**src/rtl/grey_pkg.sv**
```systemverilog
// grey_pkg: shared coefficients, entry width and FSM states for the greyscale stream packer
package grey_pkg;
    localparam int COEF_R  = 77;
    localparam int COEF_G  = 150;
    localparam int COEF_B  = 29;
    localparam int ROUND   = 128;
    localparam int ENTRY_W = 10;
    typedef enum logic [1:0] {IDLE, ACTIVE, DRAIN, DONE} state_t;
endpackage

```
**src/rtl/grey_fifo.sv**
```systemverilog
// grey_fifo: synchronous show-ahead FIFO; a push while full is taken when a pop frees the slot
module grey_fifo #(
    parameter int DEPTH = 16,
    parameter int WIDTH = 10
) (
    input  logic                       axi_clk,
    input  logic                       reset,
    input  logic                       push,
    input  logic                       pop,
    input  logic [WIDTH-1:0]           wdata,
    output logic [WIDTH-1:0]           rdata,
    output logic                       full,
    output logic                       empty,
    output logic [$clog2(DEPTH):0]     count
);
    localparam int AW = $clog2(DEPTH);
    logic [WIDTH-1:0] mem [DEPTH];
    logic [AW-1:0] wr_ptr, rd_ptr;
    logic do_push, do_pop;
    assign empty   = count == '0;
    assign full    = count == (AW+1)'(DEPTH);
    assign do_pop  = pop && !empty;
    assign do_push = push && (!full || do_pop);
    assign rdata   = mem[rd_ptr];
    always_ff @(posedge axi_clk) begin
        if (reset) begin
            wr_ptr <= '0;
            rd_ptr <= '0;
            count  <= '0;
        end else begin
            if (do_push) wr_ptr <= wr_ptr + 1'b1;
            if (do_pop) rd_ptr <= rd_ptr + 1'b1;
            count <= count + (AW+1)'(do_push) - (AW+1)'(do_pop);
        end
    end
    always_ff @(posedge axi_clk) begin
        if (do_push) mem[wr_ptr] <= wdata;
    end
endmodule

```
**src/rtl/grey_stream_packer.sv**
```systemverilog
// grey_stream_packer: RGB to greyscale pipeline with frame/row tagging, FIFO buffering and overflow flag
module grey_stream_packer import grey_pkg::*; #(
    parameter int IMG_W      = 64,
    parameter int IMG_H      = 64,
    parameter int FIFO_DEPTH = 16
) (
    input  logic        axi_clk,
    input  logic        reset,
    input  logic        i_pixel_valid,
    input  logic [23:0] i_rgb_data,
    output logic [7:0]  m_tdata,
    output logic        m_tvalid,
    input  logic        m_tready,
    output logic        m_tlast,
    output logic        m_tuser,
    output logic        o_frame_done,
    output logic        o_overflow,
    output logic        o_busy
);
    localparam int XW = $clog2(IMG_W);
    localparam int YW = $clog2(IMG_H);
    localparam int CW = $clog2(FIFO_DEPTH) + 1;
    state_t state, state_nx;
    logic [XW-1:0] x;
    logic [YW-1:0] y;
    logic accept, x_end, frame_end, pop, full, empty;
    logic s1_valid, s1_user, s1_last, s2_valid;
    logic [15:0] s1_r, s1_g, s1_b;
    logic [ENTRY_W-1:0] s2_entry, head;
    logic [CW-1:0] count;
    assign accept    = i_pixel_valid && (state == IDLE || state == ACTIVE);
    assign x_end     = x == XW'(IMG_W - 1);
    assign frame_end = x_end && y == YW'(IMG_H - 1);
    assign pop       = m_tvalid && m_tready;
    assign m_tvalid  = !empty;
    assign {m_tuser, m_tlast, m_tdata} = empty ? '0 : head;
    assign o_frame_done = state == DONE;
    assign o_busy       = state != IDLE;
    always_ff @(posedge axi_clk) begin
        if (reset || state == DONE) begin
            x <= '0;
            y <= '0;
        end else if (accept) begin
            x <= x_end ? '0 : x + 1'b1;
            if (x_end) y <= y + 1'b1;
        end
    end
    always_ff @(posedge axi_clk) begin
        if (reset) begin
            s1_valid <= 1'b0;
            s2_valid <= 1'b0;
        end else begin
            s1_valid <= accept;
            s2_valid <= s1_valid;
        end
    end
    // Datapath registers are qualified by the valids, so they need no reset
    always_ff @(posedge axi_clk) begin
        s1_r     <= 16'(COEF_R) * 16'(i_rgb_data[7:0]);
        s1_g     <= 16'(COEF_G) * 16'(i_rgb_data[15:8]);
        s1_b     <= 16'(COEF_B) * 16'(i_rgb_data[23:16]);
        s1_user  <= x == '0 && y == '0;
        s1_last  <= x_end;
        s2_entry <= {s1_user, s1_last, 8'((s1_r + s1_g + s1_b + 16'(ROUND)) >> 8)};
    end
    always_ff @(posedge axi_clk) begin
        if (reset) o_overflow <= 1'b0;
        else if ((s2_valid && full && !pop) || (i_pixel_valid && !accept)) o_overflow <= 1'b1;
    end
    always_ff @(posedge axi_clk) begin
        state <= reset ? IDLE : state_nx;
    end
    // Leave DRAIN on the edge that pops the final beat so the done pulse follows it directly
    always_comb begin
        state_nx = state;
        case (state)
            IDLE:    if (accept) state_nx = frame_end ? DRAIN : ACTIVE;
            ACTIVE:  if (accept && frame_end) state_nx = DRAIN;
            DRAIN:   if (!s1_valid && !s2_valid && (empty || (count == CW'(1) && pop))) state_nx = DONE;
            DONE:    state_nx = IDLE;
            default: state_nx = IDLE;
        endcase
    end
    grey_fifo #(.DEPTH(FIFO_DEPTH), .WIDTH(ENTRY_W)) u_fifo (
        .axi_clk (axi_clk),
        .reset   (reset),
        .push    (s2_valid),
        .pop     (pop),
        .wdata   (s2_entry),
        .rdata   (head),
        .full    (full),
        .empty   (empty),
        .count   (count)
    );
endmodule

```
**config.mk**
```make
export PLATFORM = sky130hd
export DESIGN_NAME = grey_stream_packer
export DESIGN_NICKNAME = d
export VERILOG_FILES = /design/src/rtl/grey_pkg.sv /design/src/rtl/grey_fifo.sv /design/src/rtl/grey_stream_packer.sv
export SDC_FILE = /design/constraint.sdc
export NUM_CORES = 1
export LEC_CHECK = 0
export BUFFER_PORTS_ARGS = -buffer_cell sky130_fd_sc_hd__buf_2
export CAP_MARGIN = 20
export CORE_UTILIZATION = 60
export DETAILED_ROUTE_END_ITERATION = 7
export GPL_ROUTABILITY_DRIVEN = 0
export GPL_TIMING_DRIVEN = 0
export PLACE_DENSITY_LB_ADDON = 0.08
export SLEW_MARGIN = 10
export SYNTH_ARGS = -nofsm -noshare
export SYNTH_HDL_FRONTEND = slang
export SYNTH_SLANG_ARGS = --single-unit
```
**constraint.sdc**
```tcl
create_clock -name axi_clk -period 6.3 [get_ports axi_clk]
set_clock_uncertainty 0.2 [all_clocks]
set_input_delay 0.63 -clock axi_clk [delete_from_list [all_inputs] [get_ports axi_clk]]
set_output_delay 0.63 -clock axi_clk [all_outputs]
set_load 0.03 [all_outputs]
```
==> results of run 1 <==
==> flip-flops by register name, summed over array words and instances, names as in the netlist, 2 cells and up, named ones only <==
register and count:
s2_entry 10, y 6, x 6, s1_b 13, u_fifo.count 5, s1_g 15, s1_r 15, u_fifo.rd_ptr 4
state 2, u_fifo.wr_ptr 4, u_fifo.mem 160
==> worst max-delay path, delay by kind of cell <==
kind | cells | cell delay, ps
buffers and inverters | 3 | 230
AND/OR/NAND/NOR | 1 | 150
adder cells (fa/ha/maj) | 5 | 1920
AO/OA/AOI/OAI | 4 | 990
==> layout make-up <==
class	count	share of cell area, %
buffer	19	0.7472
multi-input combinational	553	39.70
timing repair buffer	42	1.494
tap	275	2.417
inverter	128	3.376
sequential	249	46.27
clock inverter	20	1.169
clock buffer	30	4.826
==> cells in the final DEF, fill, tap and decap left out, types with 28 or more instances in the layout <==
cell	instances
edfxtp_1	160
a21oi_1	36
buf_2	42
mux4_2	50
nand2_1	28
fa_1	39
inv_1	128
nor2_1	63
dfxtp_1	89
ha_1	144
==> layer usage <==
metal	track usage, %	wire, µm
met2	41.20	12020
met5	0	0
met4	6.031	465
met1	28.15	9802
met3	3.006	790
==> cell families (layout without fill, tap and decap cells) <==
logic type	after synthesis	after routing
AND/OR/NAND/NOR	166	166
XOR/XNOR	47	47
AO/OA/AOI/OAI	104	104
buffers and inverters	147	239
flip-flops	249	249
multiplexers	53	53
adder cells (fa/ha/maj)	183	183
==> worst max path at each step <==
| stage | startpoint | endpoint | cells after the start |
|---|---|---|---|
| floorplan | i_rgb_data[12] | s1_g[14]$_DFF_P_ | 12 |
| global placement | i_rgb_data[4] | s1_r[13]$_DFF_P_ | 13 |
| detailed placement | i_rgb_data[4] | s1_r[13]$_DFF_P_ | 13 |
| CTS | i_rgb_data[4] | s1_r[13]$_DFF_P_ | 13 |
| global route | i_rgb_data[4] | s1_r[13]$_DFF_P_ | 13 |
| finish | i_rgb_data[4] | s1_r[13]$_DFF_P_ | 13 |
==> stage by stage <==
stage | util [%] | hold slack (ps) | setup slack [ps] | std cells | total power [W]
5_1_grt | 67.92 | 36.54 | 2372 | 1316 | 0.007233
4_1_cts | 67.92 | 36.14 | 2597 | 1316 | 0.006764
6_report | 67.92 | 55.81 | 2611 | 1316 | 0.006698
3_3_place_gp | 63.72 | 111.9 | 2103 | 1265 | 0.005141
3_5_place_dp | 63.85 | 124.7 | 2060 | 1266 | 0.005250
2_1_floorplan | - | 109.6 | 2523 | 949 | 0.004538
==> power by group through the flow <==
stage               logic [W]  clock network [W]  registers (W)
finish                0.00289            0.00149        0.00231
global route          0.00330            0.00160        0.00234
CTS                   0.00293            0.00152        0.00231
detailed placement    0.00290                  0        0.00235
global placement      0.00281                  0        0.00233
floorplan             0.00230                  0        0.00224
==> results.md, run 1 <==
- Status: finished, final reports clean
- Max Cap Viol: 0
- P_leak: 5.845 nW
- Die width: 148.1 µm
- I/O Buffers: 41
- Tcrit/Tclk final: 58.56%
- Main synth FF type: edfxtp_1
- Fin Setup TNS: 0 ps
- Largest net degree at the start of global routing: 17
- Clk_lat worst skew: 530 ps
- Largest family of logic cells by synthesized area: adder cells
- RSZ-0062 raised after global routing: false
- Worst VDD drop: 0.0002778 V
- Vias/cell: 5.478
- Slowest CP cell: o41ai_1
- Reg2Reg Depth: 14
- Synth area leader: edfxtp_1
- FP Rows: 53
- Most common cell in the netlist: edfxtp_1
- Max stage delay on crit path: 600 ps
- Cell Int Power: 0.004275 W
- DP Wirelength: 16920 µm
- Post-CTS Setup Inserts: 0
- Synthesis-to-finish area growth: 11.17%
- Net Switching: 0.002424 W
- Setup violators final: 0
- #FFs+latches synth: 249
- Total CTS buffers: 27
- Register area share after synthesis: 51.44%
- First-pass GRT wire length: 37670 µm
- Hold_buf cts: 0
- Vias in the first global route: 7438
- Initial antenna violation count: 0
- First DRT Iteration DRCs: 322
- PostCTS Resize Cnt: 0
- Die H: 148.1 µm
- CP max FO: 4
- Gr usage total: 22.57%
- Nets: 1231
- Combinational Power Share: 43.2%
- Crit path top cell by count: ha_1
- Fill cell count: 1560
- Multi-input logic area: 5650 µm²
- Avg Cell Area, Syn: 13.49 µm²
- Reg2reg end: u_fifo.count[4]$_SDFF_PP0_
- Diode count: 0
- Synth top area cells: edfxtp_1 38%, ha_1 14%, dfxtp_1 14%
- CTS Sinks: 249
- Simple-gate share of the synthesized area: 6.567%
- Antenna Violating Nets Remaining: 0
- F_max: 0.2711 GHz
- CTS clock-pin slew for the worst setup and hold paths: 60 ps
- EDFF count, synth: 160
- Total global routing overflow: 0
- Rel. slew slack: 29.29%
- Fin. Hold Viols: 0
- Routed via count: 7209
- Cells after synthesis: 949
- Synthesis Warnings: 0
- H-tree levels: 1
- Compound-cell area share of the yosys netlist: 4.994%
- Count of different cell masters after synthesis: 55
- Placed cell areas: 13380 µm²
- Hold Crit Class: input pin to flop
- Sw frac: 36.18%
- Worst Hold Endpoint: s1_b[1]$_DFF_P_
- Register Area: 6586 µm²
- Routed WL: 23080 µm
- Post-Synth XOR/XNOR Area: 3.215%
- Setup crit start kind: input pin
- Residual DRC count: 0
- Mux cell area share after synthesis: 9.030%
- Commonest cells post-synth: 160 x edfxtp_1, 144 x ha_1, 128 x inv_1, 89 x dfxtp_1, 63 x nor2_1
- R2R setup slack: 2880 ps
- CP Class: input pin to flop
- Async SR Flop Fraction: 0%
- First-pass detailed-route iteration total: 4
- Drt wl/cell: 17.54 µm
- Register share of total power: 34.5%
- Final Instance Area: 14230 µm²
- Die area: 21930 µm²
- Hold Path Depth: 1
- Ports: 42
- CP arrival: 3920 ps
- Synthesized Nets: 1160
- Core Area: 20960 µm²
- Worst r2r src: u_fifo.count[2]$_SDFF_PP0_
- CTS tree: built
- Clk buf depth: 3
- Max-slew violations: 0
- Layout cells sized above 1: 14.41%
- Clock power share: 22.3%
- Period minus WS final: 3689 ps
- Top cell type's share of synthesized area: 37.53%
- Mapped Area: 12800 µm²
- Worst-margin pin slew: 1057 ps
- Pwr per Cell Area: 470.6 nW/µm²
- Crit. End Element: flop
- HP Start: i_rgb_data[17]
- Root buffer cell: clkbuf_16
- CP Cell Sequence: buf_2, ha_1, ha_1, inv_1, fa_1, fa_1, inv_1, ha_1, o21ai_0, a21oi_1, o41ai_1, nand3_1, o311ai_1
- CP required: 6530 ps
- Post-synthesis adder-cell area fraction: 20.17%
- Initial core utilization: 61.10%
Power figures use the tool's default switching activity.
==> run 2: changes to the inputs <==
--- a/config.mk
+++ b/config.mk
@@ -7,7 +7,7 @@
 export LEC_CHECK = 0
 export BUFFER_PORTS_ARGS = -buffer_cell sky130_fd_sc_hd__buf_2
 export CAP_MARGIN = 20
-export CORE_UTILIZATION = 60
+export CORE_UTILIZATION = 57
 export DETAILED_ROUTE_END_ITERATION = 7
 export GPL_ROUTABILITY_DRIVEN = 0
 export GPL_TIMING_DRIVEN = 0
==> constraint.sdc (replaced) <==
create_clock -name axi_clk -period 3.3 [get_ports axi_clk]
set_clock_uncertainty 0.2 [all_clocks]
set_input_delay 0.33 -clock axi_clk [delete_from_list [all_inputs] [get_ports axi_clk]]
set_output_delay 0.33 -clock axi_clk [all_outputs]
set_load 0.03 [all_outputs]
==> run 2 against run 1 <==
Count of clock-buffer cells in the layout is 9 higher. Register-to-register slack worse by 2700 ps. Clock power is 89% higher. Hold slack worse by 22 ps. Highest routed layer unchanged. Die area is 5.2% higher. Critical path depth stayed put. Setup slack worse by 2500 ps. Sequential share of layout area is 0.74 points lower. First-iteration DRC count is 15% higher. Largest power group unchanged. Non-clock buffer count is 15 higher. Largest cell class unchanged. Core utilization is 1.9 points lower. Cell area is 1.6% higher.
==> results.md, run 2 (synthesis gave the netlist of run 1 again) <==
- Setup violators final: 0
- Rel. slew slack: 33.80%
- Status: finished, final reports clean
- Tcrit/Tclk final: 96.63%
- Ports: 42
- Worst VDD drop: 0.0005278 V
- Clock power share: 22.1%
- First DRT Iteration DRCs: 369
- Commonest non-fill, non-tap cell in the layout: edfxtp_1
- Hold slack: 33.57 ps
- Placed cell areas: 13430 µm²
- Worst-margin pin slew: 989.3 ps
- CTS clock-pin slew for the worst setup and hold paths: 60 ps
- Layout cells sized above 1: 16.02%
- Fin Setup TNS: 0 ps
- CP arrival: 3390 ps
- First-pass detailed-route iteration total: 4
- Clk buf depth: 3
- H-tree levels: 1
- Total power: 0.01276 W
- Top Registers: u_fifo.mem: 160 flops, s1_g: 15 flops, s1_r: 15 flops
- Largest net degree at the start of global routing: 17
- Max Cap Viol: 0
- F_max: 0.3136 GHz
- Residual DRC count: 0
- RSZ-0062 raised after global routing: true
- Vias/cell: 5.357
- Register share of total power: 34.5%
- Largest Register: u_fifo.mem
- CP max FO: 4
- Final core occ: 66.07%
- Die area: 23070 µm²
- Die H: 151.9 µm
- Pwr per Cell Area: 882.5 nW/µm²
- Hold Crit Class: input pin to flop
- Core Area: 21890 µm²
- Clk_lat worst skew: 520 ps
- CTS Sinks: 249
- Initial core utilization: 58.49%
- Diode count: 0
- Crit. End Element: flop
- Sw frac: 35.48%
- FP Rows: 54
- Setup crit start kind: input pin
- Total global routing overflow: 0
- Cell Int Power: 0.008236 W
- DP Wirelength: 16460 µm
- CP Class: input pin to flop
- Initial antenna violation count: 0
- Antenna Violating Nets Remaining: 0
- I/O Buffers: 41
- CTS tree: built
- Final Instance Area: 14460 µm²
- Nets: 1246
- Vias in the first global route: 7106
- Max reg flops: 160
- Die width: 151.9 µm
- Combinational Power Share: 43.5%
- Net Switching: 0.004528 W
- Fin. Hold Viols: 0
- Drt wl/cell: 16.70 µm
- Synthesis-to-finish area growth: 12.97%
- First-pass GRT wire length: 36410 µm
- Routed WL: 22300 µm
- Routed via count: 7152
- Root buffer cell: clkbuf_16
- Max-slew violations: 0
- Period minus WS final: 3189 ps
- P_leak: 5.942 nW
- CP required: 3500 ps
- Gr usage total: 20.17%
- Most frequent cells in the layout: 160 x edfxtp_1, 139 x ha_1, 127 x inv_1, 89 x dfxtp_1, 61 x nor2_1
- Total CTS buffers: 27
[run 2: cell count changes in the layout (fill, tap and decap cells not counted), moves of 3 or more]
cell           before  now
dlygate4sd3_1       0   10
ha_4                0    3
buf_4               2    6
clkbuf_1           11   14
inv_6               4    1
ha_1              144  139
buf_1               5    2
clkbuf_8            0    4
clkbuf_2            0    3
[run 2: layout make-up]
cell class | count | area, µm²
Fill cell | 1686 | 7427
Sequential cell | 249 | 6586
Multi-Input combinational cell | 553 | 5729
Clock buffer | 39 | 760.7
Inverter | 128 | 480.5
Timing Repair Buffer | 57 | 361.6
Tap cell | 280 | 350.3
Buffer | 19 | 112.6
Clock inverter | 10 | 82.58
[run 2: what timing repair did]
action,in CTS,in global routing
hold buffers,11,0
pin swaps,0,7
hold endpoints to repair,12,0
resized for setup,4,17
setup buffers,0,3
endpoints found under the setup margin,11,38
[run 2: routing by layer]
metal	track usage (%)	vias up	wire [µm]
met4	4.810	0	412
li1	-	3557	-
met2	36.00	102	11550
met3	2.539	35	855
met1	26.19	3458	9479
met5	0	-	0
[run 2: power by group through the flow]
stage	clock (W)	sequential [W]	combinational (W)
after floorplan	0	0.00427	0.00442
after global placement	0	0.00445	0.00543
after detailed placement	0	0.00448	0.00552
after CTS	0.00288	0.00441	0.00557
after global routing	0.00300	0.00447	0.00634
final	0.00282	0.00440	0.00555
[run 2: metrics by stage]
stage	setup slack, ps	instances
floorplan	-123.1	949
global placement	-384.3	1270
detailed placement	-374.4	1272
CTS	15.52	1332
global route	-12.05	1335
finish	111.1	1335
[run 2: worst max-delay path: stages]
cell      delay, ps
buf_2           150
ha_4            240
ha_1            260
inv_1            50
fa_1            520
inv_1            50
fa_1            530
ha_4            220
o21a_1          190
o211ai_1        170
o21ai_1         120
o41a_1          430
xor2_1          140
[run 2: path summary, 6_finish.rpt]
kind / start / end / slack, ps / depth (start not counted)
worst max-delay path: i_rgb_data[12] / s1_g[14]$_DFF_P_ / 110 / 13
worst min-delay path: i_rgb_data[7] / s1_r[14]$_DFF_P_ / 30 / 4
worst max register to register: u_fifo.count[2]$_SDFF_PP0_ / u_fifo.count[4]$_SDFF_PP0_ / 170 / 14
worst min register to register: s1_user$_DFF_P_ / s2_entry[9]$_DFF_P_ / 130 / 0
